## src/rtl/snd_pkg.sv

```systemverilog
// Shared constants for the sound mailbox: register map, status and control bit positions.
package snd_pkg;

   localparam int unsigned DATA_W = 8;

   // Audio-side register addresses
   localparam logic [1:0] ADDR_FIFO   = 2'd0;
   localparam logic [1:0] ADDR_STATUS = 2'd1;
   localparam logic [1:0] ADDR_REPLY  = 2'd2;
   localparam logic [1:0] ADDR_CTRL   = 2'd3;

   // Audio status register bit positions; count occupies [3:0]
   localparam int unsigned ST_FULL   = 7;
   localparam int unsigned ST_EMPTY  = 6;
   localparam int unsigned ST_OVF    = 5;
   localparam int unsigned ST_RVALID = 4;
   localparam int unsigned ST_CNT_W  = 4;

   // Main-side status bit positions; [4:0] read as zero
   localparam int unsigned MS_RVALID = 7;
   localparam int unsigned MS_FULL   = 6;
   localparam int unsigned MS_OVF    = 5;

   // Control register bit positions
   localparam int unsigned CTRL_OVF_CLR = 0;
   localparam int unsigned CTRL_FLUSH   = 1;
   localparam int unsigned CTRL_IRQ_EN  = 2;

endpackage

```

## src/rtl/snd_cmd_fifo.sv

```systemverilog
// Command FIFO from the main CPU to the audio CPU: storage, wrapping pointers and occupancy.
module snd_cmd_fifo
   import snd_pkg::*;
#(
   parameter int unsigned DEPTH = 4,
   parameter int unsigned CW    = $clog2(DEPTH) + 1
) (
   input  logic              clk_i,
   input  logic              rst_ni,
   input  logic              push_i,
   input  logic              pop_i,
   input  logic              flush_i,
   input  logic [DATA_W-1:0] din_i,
   output logic [DATA_W-1:0] dout_o,
   output logic [CW-1:0]     count_o,
   output logic              full_o,
   output logic              empty_o
);

   localparam int unsigned AW = (DEPTH > 1) ? $clog2(DEPTH) : 1;

   logic [DATA_W-1:0] mem_q [DEPTH];
   logic [AW-1:0]     wr_ptr_q, wr_ptr_d;
   logic [AW-1:0]     rd_ptr_q, rd_ptr_d;
   logic [CW-1:0]     count_q, count_d;
   logic              push_ok, pop_ok;

   assign full_o  = (count_q == CW'(DEPTH));
   assign empty_o = (count_q == '0);
   assign count_o = count_q;
   assign dout_o  = mem_q[rd_ptr_q];

   // A pop frees a slot in the same cycle, so a push into a full FIFO is legal alongside it
   assign pop_ok  = pop_i & ~empty_o;
   assign push_ok = push_i & (~full_o | pop_ok);

   // Next pointers and occupancy; flush dominates any same-cycle push or pop
   always_comb begin
      wr_ptr_d = wr_ptr_q;
      rd_ptr_d = rd_ptr_q;
      count_d  = count_q;
      if (flush_i) begin
         wr_ptr_d = '0;
         rd_ptr_d = '0;
         count_d  = '0;
      end else begin
         if (push_ok) wr_ptr_d = wr_ptr_q + AW'(1);
         if (pop_ok)  rd_ptr_d = rd_ptr_q + AW'(1);
         case ({push_ok, pop_ok})
            2'b10:   count_d = count_q + CW'(1);
            2'b01:   count_d = count_q - CW'(1);
            default: count_d = count_q;
         endcase
      end
   end

   // Pointer and occupancy registers
   always_ff @(posedge clk_i or negedge rst_ni) begin
      if (!rst_ni) begin
         wr_ptr_q <= '0;
         rd_ptr_q <= '0;
         count_q  <= '0;
      end else begin
         wr_ptr_q <= wr_ptr_d;
         rd_ptr_q <= rd_ptr_d;
         count_q  <= count_d;
      end
   end

   // Storage is not reset; stale contents are unreachable once the pointers clear
   always_ff @(posedge clk_i) begin
      if (push_ok && !flush_i) mem_q[wr_ptr_q] <= din_i;
   end

endmodule

```

## src/rtl/snd_mailbox_ctrl.sv

```systemverilog
// Main/audio CPU mailbox: command FIFO towards audio, reply latch back, status and audio IRQ.
module snd_mailbox_ctrl
   import snd_pkg::*;
#(
   parameter int unsigned DEPTH = 4,
   parameter int unsigned CW    = $clog2(DEPTH) + 1
) (
   input  logic              audio_clk,
   input  logic              RESET_n,
   input  logic              m_wr,
   input  logic [DATA_W-1:0] m_din,
   input  logic              m_rd,
   output logic [DATA_W-1:0] m_dout,
   output logic [DATA_W-1:0] m_status,
   input  logic              a_en,
   input  logic              a_cs,
   input  logic              a_rw_n,
   input  logic [1:0]        a_addr,
   input  logic [DATA_W-1:0] a_din,
   output logic [DATA_W-1:0] a_dout,
   output logic              a_irq
);

   logic [DATA_W-1:0] fifo_dout;
   logic [CW-1:0]     fifo_count;
   logic              fifo_full, fifo_empty;

   logic              a_acc_c, pop_c, push_c, flush_c;
   logic              reply_wr_c, ctrl_wr_c, ovf_set_c, ovf_clr_c;

   logic              ovf_q, ovf_d;
   logic              rvalid_q, rvalid_d;
   logic [DATA_W-1:0] reply_q, reply_d;
   logic              irq_en_q, irq_en_d;
   logic              irq_q, irq_d;

   // Audio access decode; only cycles with the CPU clock enable and chip select count
   assign a_acc_c    = a_en & a_cs;
   assign pop_c      = a_acc_c &  a_rw_n & (a_addr == ADDR_FIFO) & ~fifo_empty;
   assign reply_wr_c = a_acc_c & ~a_rw_n & (a_addr == ADDR_REPLY);
   assign ctrl_wr_c  = a_acc_c & ~a_rw_n & (a_addr == ADDR_CTRL);
   assign flush_c    = ctrl_wr_c & a_din[CTRL_FLUSH];
   assign ovf_clr_c  = ctrl_wr_c & a_din[CTRL_OVF_CLR];

   // A flushed push is discarded silently; a full push beside a pop is accepted
   assign push_c     = m_wr & (~fifo_full | pop_c) & ~flush_c;
   assign ovf_set_c  = m_wr & fifo_full & ~pop_c & ~flush_c;

   snd_cmd_fifo #(
      .DEPTH (DEPTH),
      .CW    (CW)
   ) u_fifo (
      .clk_i   (audio_clk),
      .rst_ni  (RESET_n),
      .push_i  (push_c),
      .pop_i   (pop_c),
      .flush_i (flush_c),
      .din_i   (m_din),
      .dout_o  (fifo_dout),
      .count_o (fifo_count),
      .full_o  (fifo_full),
      .empty_o (fifo_empty)
   );

   // Next state for overflow, reply handshake, IRQ enable and IRQ output
   always_comb begin
      ovf_d    = ovf_q;
      rvalid_d = rvalid_q;
      reply_d  = reply_q;
      irq_en_d = irq_en_q;
      irq_d    = irq_en_q & ~fifo_empty;
      if (ovf_clr_c) ovf_d = 1'b0;
      if (ovf_set_c) ovf_d = 1'b1;
      if (m_rd)      rvalid_d = 1'b0;
      if (reply_wr_c) begin
         reply_d  = a_din;
         rvalid_d = 1'b1;
      end
      if (ctrl_wr_c) irq_en_d = a_din[CTRL_IRQ_EN];
   end

   // Control and reply registers
   always_ff @(posedge audio_clk or negedge RESET_n) begin
      if (!RESET_n) begin
         ovf_q    <= 1'b0;
         rvalid_q <= 1'b0;
         reply_q  <= '0;
         irq_en_q <= 1'b1;
         irq_q    <= 1'b0;
      end else begin
         ovf_q    <= ovf_d;
         rvalid_q <= rvalid_d;
         reply_q  <= reply_d;
         irq_en_q <= irq_en_d;
         irq_q    <= irq_d;
      end
   end

   assign m_dout = reply_q;
   assign a_irq  = irq_q;

   // Main-side status view
   always_comb begin
      m_status            = '0;
      m_status[MS_RVALID] = rvalid_q;
      m_status[MS_FULL]   = fifo_full;
      m_status[MS_OVF]    = ovf_q;
   end

   // Audio read mux; an empty FIFO reads as zero, unmapped reads as zero
   always_comb begin
      a_dout = '0;
      if (a_cs && a_rw_n) begin
         case (a_addr)
            ADDR_FIFO: a_dout = fifo_empty ? '0 : fifo_dout;
            ADDR_STATUS: begin
               a_dout[ST_CNT_W-1:0] = ST_CNT_W'(fifo_count);
               a_dout[ST_FULL]      = fifo_full;
               a_dout[ST_EMPTY]     = fifo_empty;
               a_dout[ST_OVF]       = ovf_q;
               a_dout[ST_RVALID]    = rvalid_q;
            end
            default: a_dout = '0;
         endcase
      end
   end

endmodule

```

## config.mk

```make
export PLATFORM = sky130hd
export DESIGN_NAME = snd_mailbox_ctrl
export DESIGN_NICKNAME = d
export VERILOG_FILES = /design/src/rtl/snd_pkg.sv /design/src/rtl/snd_cmd_fifo.sv /design/src/rtl/snd_mailbox_ctrl.sv
export SDC_FILE = /design/constraint.sdc
export NUM_CORES = 1
export LEC_CHECK = 0
export BUFFER_PORTS_ARGS = -buffer_cell sky130_fd_sc_hd__buf_2
export CORE_MARGIN = 8
export CORE_UTILIZATION = 30
export DETAILED_ROUTE_END_ITERATION = 6
export HOLD_SLACK_MARGIN = 0.03
export PLACE_DENSITY_LB_ADDON = 0.12
export RECOVER_POWER = 50
export SLEW_MARGIN = 20
export SYNTH_ARGS = -nofsm -noshare
export SYNTH_HDL_FRONTEND = slang
export SYNTH_SLANG_ARGS = --single-unit
```

## constraint.sdc

```tcl
create_clock -name audio_clk -period 2.4 [get_ports audio_clk]
set_input_delay 0.36 -clock audio_clk [delete_from_list [all_inputs] [get_ports audio_clk]]
set_output_delay 0.36 -clock audio_clk [all_outputs]
set_load 0.005 [all_outputs]
```

==> flow_summary.ini, run 1 <==
[sta]
tns_ns = 0
finalHoldViolCount = 0
setup_slack_ns = 0.213
max_freq_ghz = 0.457
min_period_over_period_pct = 91.1
finalMaxSlewViolations = 0
grt_setup_unrepaired = false
timing.hold.ws_ns = 0.258
setup_viol = 0
fin_skew_ns = 0.0146
worstMarginPinSlew_ns = 1.09
fin_crit_ns = 2.19
slew_headroom_pct = 27.3

[outcome]
status = finished, final reports clean

[synth]
synth.distinct_cells = 46
synth_top_area_share_pct = 40.6
synth_edf_count = 32
avgSynthCellArea_sq_um = 14.2
yosysWarnings = 0
yosysSeqAreaShare_pct = 60.7
synth_top_flop_cell = edfxtp_1
synth.cells.most_frequent = 32 x edfxtp_1, 18 x dfrtp_1, 11 x nor2_1
synth_top_cell_by_area = edfxtp_1
ys_top_cells_by_area = edfxtp_1 41%, dfrtp_1 19%, mux4_2 7.6%
syn-cell-area_sq_um = 2370
synth_seq_cells = 51
yosysMostFrequentCell = edfxtp_1
async_reset_ff_share_pct = 37.3
synthCells = 167

[layout]
drive_gt1_share_pct = 25.4
diodes = 0
area.growth.synth_to_final_pct = 16.3
final_cells = 315
fin_nets = 242
final_cell_area_sq_um = 2750

[clocking]
cts_root_buf = clkbuf_8
cts_buffer_depth = 2
path_clk_slew_ns = 0.11
numCtsBuffers = 5
clock_latency_ns = 0.31
cts_tree = done
ctsResizeCount = 0
cts_max_level = 2
cts.sinks = 51

[hold_path]
hold_class = in2reg
hold_depth = 2

[die]
rows = 32
die_x_um = 105
die_area_sq_um = 11000
io_pins = 50
die_h_um = 105
initial_core_util_pct = 30.8
design.core.area_sq_um = 7690

[grt]
track_usage_pct = 9.81
grt_max_degree = 25
grt_overflow = 0
grt_first_pass_wirelength_um = 8650
grt_pass1_vias = 1556
antenna_found_initial = 0

[setup_path]
worstPathArrival_ns = 1.83
path_max_fanout = 10
required_ns = 2.04
start_kind = flop
cp-end-kind = primary output
crit_type = reg2out
reg2reg_depth = 5

[pwr]
power_density_nw_per_um2 = 944
cellLeakagePower_nw = 1.09
ir_worst_vdd_uv = 303

[routing]
num_vias = 1465
drc_errors = 0
drt_iter0_markers = 43
detail_route.wirelength_um = 5200
drtPass1Iterations = 5
detail-route-antenna-nets = 0
drt-wirelength-per-cell_um = 16.5
vias_per_cell = 4.65

[run]
drv_cap = 0

[placement]
dp_hpwl_um = 3930
place_ws_ns = 0.330
port_buffers = 44
gp_congestion = 0.662
post-place-cells = 306
place_area_sq_um = 2670
-- per-layer routing --
metal	wire length (um)	track usage [%]	vias to the layer above
met3	404	3.93	5
met2	2220	14.3	52
met4	50	3.06	0
met1	2530	12.9	712
li1	-	-	696
met5	0	0	-
-- cells in the final DEF, fill, tap and decap left out, types with 5 or more instances in the layout --
cell type and instances:
nor2_1 11, mux2_1 9, buf_2 27, nor3_1 7, clkbuf_1 17, nand2_1 10, mux4_2 8, edfxtp_1 32
conb_1 5, dfrtp_1 18, clkbuf_8 5
-- critical path, cell delays in order, from the launching register on --
cell and delay, ns:
dfrtp_1 0.52, nor3_2 0.36, buf_4 0.21, nor2_1 0.07
a22oi_1 0.16, nor2_1 0.05, buf_2 0.13
-- sequential cells by signal, indices dropped and copies added (netlist names) --
name	cells
ovf_q	1
m_dout	8
irq_en_q	1
u_fifo.count_o	3
u_fifo.rd_ptr_q	2
a_irq	1
u_fifo.wr_ptr_q	2
rvalid_q	1
u_fifo.mem_q	32
-- kinds of logic after synthesis --
logic type,after synthesis,synth area share [%]
flip-flops,51,60.7
adder cells (fa/ha/maj),5,2.96
XOR/XNOR,1,0.370
AND/OR/NAND/NOR,52,12.4
multiplexers,21,13.6
other,1,0.158
AO/OA/AOI/OAI,16,5.12
buffers and inverters,20,4.70
-- area by class of cell --
| class | count | area [sq um] |
|---|---|---|
| well taps | 102 | 128 |
| flip-flops and latches | 51 | 1440 |
| multi-input cells | 100 | 835 |
| clock buffers | 5 | 68.8 |
| inverters | 5 | 18.8 |
| clock inverters | 3 | 27.5 |
| fillers | 788 | 4930 |
| repair buffers | 49 | 239 |
-- worst paths after layout --
check                                               from                        endpoint  slack (ns)
min                                             a_din[3]           m_dout[3]$_DFFE_PN0P_        0.26
min reg2reg                        m_dout[1]$_DFFE_PN0P_           m_dout[1]$_DFFE_PN0P_        0.49
max in group asynchronous                        RESET_n  u_fifo.rd_ptr_q[0]$_DFFE_PN0P_        0.99
min in group asynchronous                        RESET_n  u_fifo.rd_ptr_q[1]$_DFFE_PN0P_        0.76
max                        u_fifo.count_o[0]$_DFFE_PN0P_                       a_dout[4]        0.21
max reg2reg                u_fifo.count_o[0]$_DFFE_PN0P_    u_fifo.mem_q[0][7]$_DFFE_PP_        0.47
-- metrics by stage --
| stage | utilization [%] | total power (W) |
|---|---|---|
| 6_report | 35.8 | 0.00260 |
| 5_1_grt | 35.8 | 0.00277 |
| 4_1_cts | 36.1 | 0.00265 |
| 3_5_place_dp | 34.7 | 0.00211 |
| 3_3_place_gp | 34.7 | 0.00211 |
| 2_1_floorplan | - | 0.00185 |
-- power breakdown --
group | total (W) | switching [W] | internal [W]
combinational | 0.000756 | 0.000385 | 0.000370
clock | 0.000539 | 0.000322 | 0.000217
sequential | 0.00131 | 0.000150 | 0.00116
total | 0.00260 | 0.000857 | 0.00174
-- repair_timing --
item,CTS,global route
hold buffers,1,0
hold endpoints to repair,18,0
buffers inserted,0,0
(Power assumes the default switching activity.)
==> inputs of run 2 (changes only) <==
Settings changed: CORE_ASPECT_RATIO set to 0.75.
==> flow_summary.ini, run 2 (synthesized netlist as in run 1, its figures left out) <==
[outcome]
status = finished, final reports clean

[layout]
fin_nets = 244
area.growth.synth_to_final_pct = 17.6
final_common_cell = edfxtp_1
final_cell_mix = 32 x edfxtp_1, 29 x buf_2, 18 x dfrtp_1
diodes = 0
final_cells = 320
final_cell_area_sq_um = 2790
drive_gt1_share_pct = 26.0
fill_cells = 770
regMostFlops = u_fifo.mem_q
largest_reg_flops = 32

[routing]
detail_route.wirelength_um = 5170
drt-wirelength-per-cell_um = 16.1
detail-route-antenna-nets = 0
drtPass1Iterations = 4
num_vias = 1464
drc_errors = 0
drt_iter0_markers = 54
vias_per_cell = 4.58

[clocking]
clock_latency_ns = 0.30
hold_buffers = 1
post_cts_buffers = 0
cts_root_buf = clkbuf_8
numCtsBuffers = 5
cts_max_level = 2
cts_tree = done
cts_buffer_depth = 2
path_clk_slew_ns = 0.09
ctsResizeCount = 0
cts.sinks = 51

[hold_path]
hp-start = a_din[5]
holdPathEnd = m_dout[5]$_DFFE_PN0P_
hold_depth = 2
hold_class = in2reg

[setup_path]
path_max_fanout = 8
crit_type = reg2out
crit-reg2reg-launch = u_fifo.count_o[0]$_DFFE_PN0P_
required_ns = 2.04
worstPathArrival_ns = 1.85
cp-end-kind = primary output
start_kind = flop
r2r_slack_ns = 0.42
worstReg2RegEnd = u_fifo.mem_q[2][6]$_DFFE_PP_
reg2reg_depth = 5

[sta]
tns_ns = 0
finalMaxSlewViolations = 0
worstMarginPinSlew_ns = 1.07
fin_skew_ns = 0.00458
slew_headroom_pct = 28.4
grt_setup_unrepaired = false
min_period_over_period_pct = 92.0
timing.hold.ws_ns = 0.266
fin_crit_ns = 2.21
setup_viol = 0
max_freq_ghz = 0.453
finalHoldViolCount = 0

[pwr]
total_power_w = 0.00266
ir_worst_vdd_uv = 364
power_density_nw_per_um2 = 956
cellLeakagePower_nw = 1.11

[die]
die_h_um = 93.0
io_pins = 50
die_x_um = 119
initial_core_util_pct = 30.5
design.core.area_sq_um = 7780
die_area_sq_um = 11000
rows = 28

[grt]
antenna_found_initial = 0
grt_max_degree = 20
grt_first_pass_wirelength_um = 8280
track_usage_pct = 9.75
grt_pass1_vias = 1553
grt_overflow = 0

[placement]
place_area_sq_um = 2690
gp_congestion = 0.711
post-place-cells = 311
dp_hpwl_um = 3850
port_buffers = 44

[run]
drv_cap = 0
[run 2: changes by cell type in the layout (fill, tap and decap cells not counted)]
| cell | previous run | this run |
|---|---|---|
| clkbuf_1 | 17 | 16 |
| clkinv_1 | 1 | 2 |
| clkinvlp_4 | 1 | 0 |
| buf_2 | 27 | 29 |
| inv_8 | 1 | 0 |
| bufinv_16 | 0 | 1 |
| buf_4 | 4 | 5 |
[run 2: critical path: stages, from the launching register on]
cell     delay (ns)
dfrtp_1        0.39
buf_4          0.23
mux4_2         0.53
a22oi_1        0.17
nor2_1         0.08
buf_2          0.15
[run 2: cell type report]
class	instances	area, sq um	share of cell area, %
sequential	51	1440	51.6
multi-input combinational	100	835	30.0
timing repair buffer	51	253	9.07
tap	105	131	4.71
clock buffer	5	68.8	2.47
clock inverter	3	42.5	1.53
inverter	5	18.8	0.674
[run 2: routing by layer]
layer  vias up  track usage (%)  share of wire [%]
li1        703                -                  -
met1       721             13.0                 48
met2        38             14.4                 45
met3         2             3.47                5.7
met4         0             3.25               0.50
met5         -                0                  0
[run 2: worst max path at each step]
stage | from | to | slack (ns) | cells past startpoint
after floorplan | u_fifo.count_o[0]$_DFFE_PN0P_ | u_fifo.count_o[2]$_DFFE_PN0P_ | 0.55 | 6
after global placement | a_addr[1] | u_fifo.mem_q[2][7]$_DFFE_PP_ | 0.35 | 5
after detailed placement | a_addr[1] | u_fifo.mem_q[2][7]$_DFFE_PP_ | 0.28 | 5
after CTS | u_fifo.rd_ptr_q[0]$_DFFE_PN0P_ | a_dout[0] | 0.15 | 5
after global routing | u_fifo.rd_ptr_q[0]$_DFFE_PN0P_ | a_dout[0] | 0.03 | 5
final | u_fifo.rd_ptr_q[0]$_DFFE_PN0P_ | a_dout[1] | 0.19 | 5
[run 2: where the power goes]
group | switching (W) | internal (W)
registers | 0.000152 | 0.00116
logic | 0.000382 | 0.000377
clock network | 0.000285 | 0.000311
total | 0.000820 | 0.00184
[run 2: stage by stage]
stage                     worst slack [ns]  utilization [%]
final                                0.191             35.8
after global routing                0.0283             35.8
after CTS                            0.153             36.1
after detailed placement             0.281             34.6
after global placement               0.345             34.6
after floorplan                      0.554                -
